[src/rtl/id_ex_stage.sv]
// rtl/id_ex_stage.sv - Elastic ID/EX pipeline register with two-entry skid buffer and stall counter
module id_ex_stage #(
    parameter int CTRL_W = 12
) (
    input  logic              Clk,
    input  logic              Rst_n,
    input  logic              Flush,
    input  logic              InValid,
    output logic              InReady,
    input  logic [31:0]       InPCPlus4,
    input  logic [31:0]       InRsData,
    input  logic [31:0]       InRtData,
    input  logic [31:0]       InImmExt,
    input  logic [4:0]        InRt,
    input  logic [4:0]        InRd,
    input  logic [4:0]        InShamt,
    input  logic [CTRL_W-1:0] InCtrl,
    output logic              OutValid,
    input  logic              OutReady,
    output logic [31:0]       OutPCPlus4,
    output logic [31:0]       OutRsData,
    output logic [31:0]       OutRtData,
    output logic [31:0]       OutImmExt,
    output logic [4:0]        OutRt,
    output logic [4:0]        OutRd,
    output logic [4:0]        OutShamt,
    output logic [CTRL_W-1:0] OutCtrl,
    output logic [31:0]       StallCount
);

    localparam int PW = 4 * 32 + 3 * 5 + CTRL_W;

    logic [PW-1:0] in_bundle;
    logic [PW-1:0] m_data;
    logic [PW-1:0] s_data;
    logic          m_valid;
    logic          s_valid;
    logic          in_ready_q;
    logic [31:0]   stall_cnt;

    logic accept;
    logic drain;
    logic m_load_s;
    logic m_load_in;
    logic s_load_in;
    logic m_valid_nxt;
    logic s_valid_nxt;

    assign in_bundle = {InPCPlus4, InRsData, InRtData, InImmExt, InRt, InRd, InShamt, InCtrl};
    assign {OutPCPlus4, OutRsData, OutRtData, OutImmExt, OutRt, OutRd, OutShamt, OutCtrl} = m_data;
    assign OutValid   = m_valid;
    assign InReady    = in_ready_q;
    assign StallCount = stall_cnt;

    assign accept = InValid & in_ready_q;
    assign drain  = m_valid & OutReady;

    always_comb begin
        m_load_s    = 1'b0;
        m_load_in   = 1'b0;
        s_load_in   = 1'b0;
        m_valid_nxt = m_valid;
        s_valid_nxt = s_valid;
        if (!m_valid || drain) begin
            if (s_valid) begin
                m_load_s    = 1'b1;
                m_valid_nxt = 1'b1;
                s_load_in   = accept;
                s_valid_nxt = accept;
            end else begin
                m_load_in   = accept;
                m_valid_nxt = accept;
            end
        end else if (accept) begin
            // M is stalled, so the new beat parks in the skid entry
            s_load_in   = 1'b1;
            s_valid_nxt = 1'b1;
        end
    end

    always_ff @(posedge Clk) begin
        if (!Rst_n) begin
            m_data     <= '0;
            s_data     <= '0;
            m_valid    <= 1'b0;
            s_valid    <= 1'b0;
            in_ready_q <= 1'b0;
            stall_cnt  <= '0;
        end else begin
            if (m_valid && !OutReady && (stall_cnt != 32'hFFFF_FFFF)) begin
                stall_cnt <= stall_cnt + 32'd1;
            end
            if (m_load_s) begin
                m_data <= s_data;
            end else if (m_load_in) begin
                m_data <= in_bundle;
            end
            if (s_load_in) begin
                s_data <= in_bundle;
            end
            // Payload may go stale on a flush; only the valid bits are cleared
            if (Flush) begin
                m_valid    <= 1'b0;
                s_valid    <= 1'b0;
                in_ready_q <= 1'b1;
            end else begin
                m_valid    <= m_valid_nxt;
                s_valid    <= s_valid_nxt;
                in_ready_q <= ~s_valid_nxt;
            end
        end
    end

endmodule

[config.mk]
export PLATFORM = sky130hd
export DESIGN_NAME = id_ex_stage
export DESIGN_NICKNAME = d
export VERILOG_FILES = /design/src/rtl/id_ex_stage.sv
export SDC_FILE = /design/constraint.sdc
export NUM_CORES = 1
export LEC_CHECK = 0
export CAP_MARGIN = 20
export CELL_PAD_IN_SITES_DETAIL_PLACEMENT = 1
export CELL_PAD_IN_SITES_GLOBAL_PLACEMENT = 1
export CORE_MARGIN = 2
export CORE_UTILIZATION = 38
export CTS_CLUSTER_DIAMETER = 80
export CTS_CLUSTER_SIZE = 28
export DETAILED_ROUTE_END_ITERATION = 16
export PLACE_DENSITY_LB_ADDON = 0.1
export REMOVE_ABC_BUFFERS = 1
export SYNTH_ARGS = -nofsm -noshare
export SYNTH_HDL_FRONTEND = slang
export SYNTH_SLANG_ARGS = --single-unit
[constraint.sdc]
create_clock -name Clk -period 4.4 [get_ports Clk]
set_input_delay 1.1 -clock Clk [delete_from_list [all_inputs] [get_ports Clk]]
set_output_delay 1.1 -clock Clk [all_outputs]
set_load 0.02 [all_outputs]
==> out/results.txt <==
Outcome - complete, no violations
Vias per cell - 5.54
Worst EP required - 4870 ps
Vias in the first global route - 13200
Worst-path fanout max - 10
Total GRT Usage - 0.242
VDD IR-drop max - 0.252 mV
Number of port buffers - 348
Hold Vio Cnt, Final - 0
Multi-input logic area - 5730 um^2
Ys async rst share - 0
Max cap viols - 0
Design Power - 5860 uW
Post-CTS resize count - 0
Crit path kind - in -> reg
Starting DRC count in detailed routing - 719
Commonest non-fill, non-tap cells in the layout - nand2_1, clkdlybuf4s50_1, dfxtp_1
Top cells by area, synth - dfxtp_1, nand2_1, a21oi_1, o221ai_1, clkbuf_1
CP Capture Type - flop
Simple-gate share of the synthesized area - 0.179
Post-route DRC - 0
Total congestion overflow - 0
Compound-cell area share of the yosys netlist - 0.245
Yosys warns - 0
Slew headroom - 0.244
Worst skew pair latency - 530 ps
Hold Path Stages - 2
Register clock-pin slew on the reported worst setup and hold paths - 100 ps
Routed Wire Length - 45000 um
Clock sinks - 345
Die H - 190 um
DR WL/cell - 19.5 um
CTS Buffer Depth - 3
Final setup viols - 0
Least-Margin Pin Slew - 1130 ps
Num ports - 349
Layout area overhead - 33.7%
Multiplexer share of the synthesized area - 0.00380
Worst reg-to-reg path cell count - 4
Yosys top cell area share - 0.524
Mapped Avg Cell Area - 8.24 um^2
FMAX - 329 MHz
Detailed Routing Iterations Pass 1 - 5
Core area - 34400 um^2
Tmin final - 3040 ps
Pwr Density - 333 nW/um^2
Max-slew violation count - 0
Nets - 2006
Initial core utilization - 0.383
Fin cells - 2316
Fraction of the mapped netlist area in adder cells - 0.000950
CTS Buf Count - 18
Routed Antenna Nets - 0
Largest net degree at the start of global routing - 136
Worst EP arrival - 3510 ps
RSZ-0062 raised after global routing - false
Worst Skew - 18.5 ps
Share of layout cells above drive strength 1 - 0.0367
Routability-driven placement congestion ratio - 0.781
Fillers - 4037
Commonest non-fill, non-tap cell in the layout - nand2_1
Type of the worst min-delay path - reg -> reg
Cell accounting for the most synthesized area - dfxtp_1
Netlist cell types - 43
Synth Register Bits - 345
Number of synthesized flops with an enable pin - 0
Xor/xnor share of the synthesized area - 0.00266
Sequential standard cell area - 6910 um^2
Hpwl dp - 28500 um
Die area - 36200 um^2
Largest family of logic cells by synthesized area - compound AO/OA/AOI/OAI gates
Leakage power of the design - 0.00548 uW
Post-CTS Setup Repair Bufs - 0
Vias - 12800
Mapped cell area - 13200 um^2
Sequential fraction of the synthesis area - 0.524
H-tree levels - 1
First-pass GRT wire length - 71600 um
Clock root buffer - clkbuf_16
Mapped Cells - 1599
Initial antenna violation count - 7
Die W - 190 um
Synth Flop Type - dfxtp_1
Row cnt - 68
Final period util - 0.692
CTS tree - yes
# placed instances - 2280
Post-CTS Hold Buffers - 0
Crit path launch type - primary input
path summary, 6_finish.rpt:
path | start | slack (ps) | endpoint
worst min register to register | m_data[59]$_SDFFE_PN0P_ | 460 | m_data[59]$_SDFFE_PN0P_
worst max-delay path | OutReady | 1360 | StallCount[25]$_SDFFE_PN0P_
worst min-delay path | m_data[59]$_SDFFE_PN0P_ | 460 | m_data[59]$_SDFFE_PN0P_
worst max register to register | s_valid$_SDFF_PP0_ | 1720 | m_data[128]$_SDFFE_PN0P_
flip-flops by register name, indices dropped and copies added, names as in the netlist:
| register | flops |
|---|---|
| InReady | 1 |
| s_valid | 1 |
| OutValid | 1 |
| s_data | 155 |
| m_data | 155 |
| StallCount | 32 |
critical path, stage by stage:
cell and delay, ps:
clkdlybuf4s50_1 430, nand4b_1 270, or4_1 710, a2111o_1 520, or3_1 330, a21oi_1 140
through the flow:
step	setup TNS (ps)	hold WS [ps]	cell area [um^2]	util	setup slack (ps)
after floorplan	-1198910	436	12600	-	-4150
after global placement	0	438	17000	0.495	871
after detailed placement	0	444	17000	0.495	861
after CTS	0	459	17600	0.512	1420
after global routing	0	478	17600	0.512	1250
final	0	456	17600	0.512	1360
kinds of logic after synthesis:
group | Yosys count
simple gates | 574
compound gates | 519
flops | 345
buf+inv | 151
mux | 5
xor+xnor | 4
fa+ha+maj | 1
layer usage:
layer	wire length, um	up-vias	global-route usage
met3	2630	65	0.0498
met2	21900	300	0.410
met1	19400	6321	0.311
met4	1170	2	0.0739
li1	-	6141	-
met5	13	-	0
area by class of cell:
class,count,area share
diodes,7,0.000995
clock buffers,22,0.0282
clock inverters,7,0.00419
inverters,6,0.00185
multi-input cells,1103,0.325
flip-flops and latches,345,0.392
well taps,455,0.0323
repair buffers,371,0.215
cell usage after synthesis, types with 6 or more instances:
cell type	count
o31ai_1	6
a21oi_1	333
or4_1	6
inv_1	6
or3_1	11
o221ai_1	155
buf_1	8
nand2_1	487
clkbuf_1	135
nor4_1	8
nand4_1	8
nand2b_1	6
dfxtp_1	345
o21ai_0	13
nand3_1	10
nor2_1	13
power breakdown:
group	switching (uW)	internal [uW]	total, uW
logic	338	316	654
clock network	1120	846	1970
registers	47.0	3200	3240
total	1510	4360	5860
(Power assumes the default switching activity.)
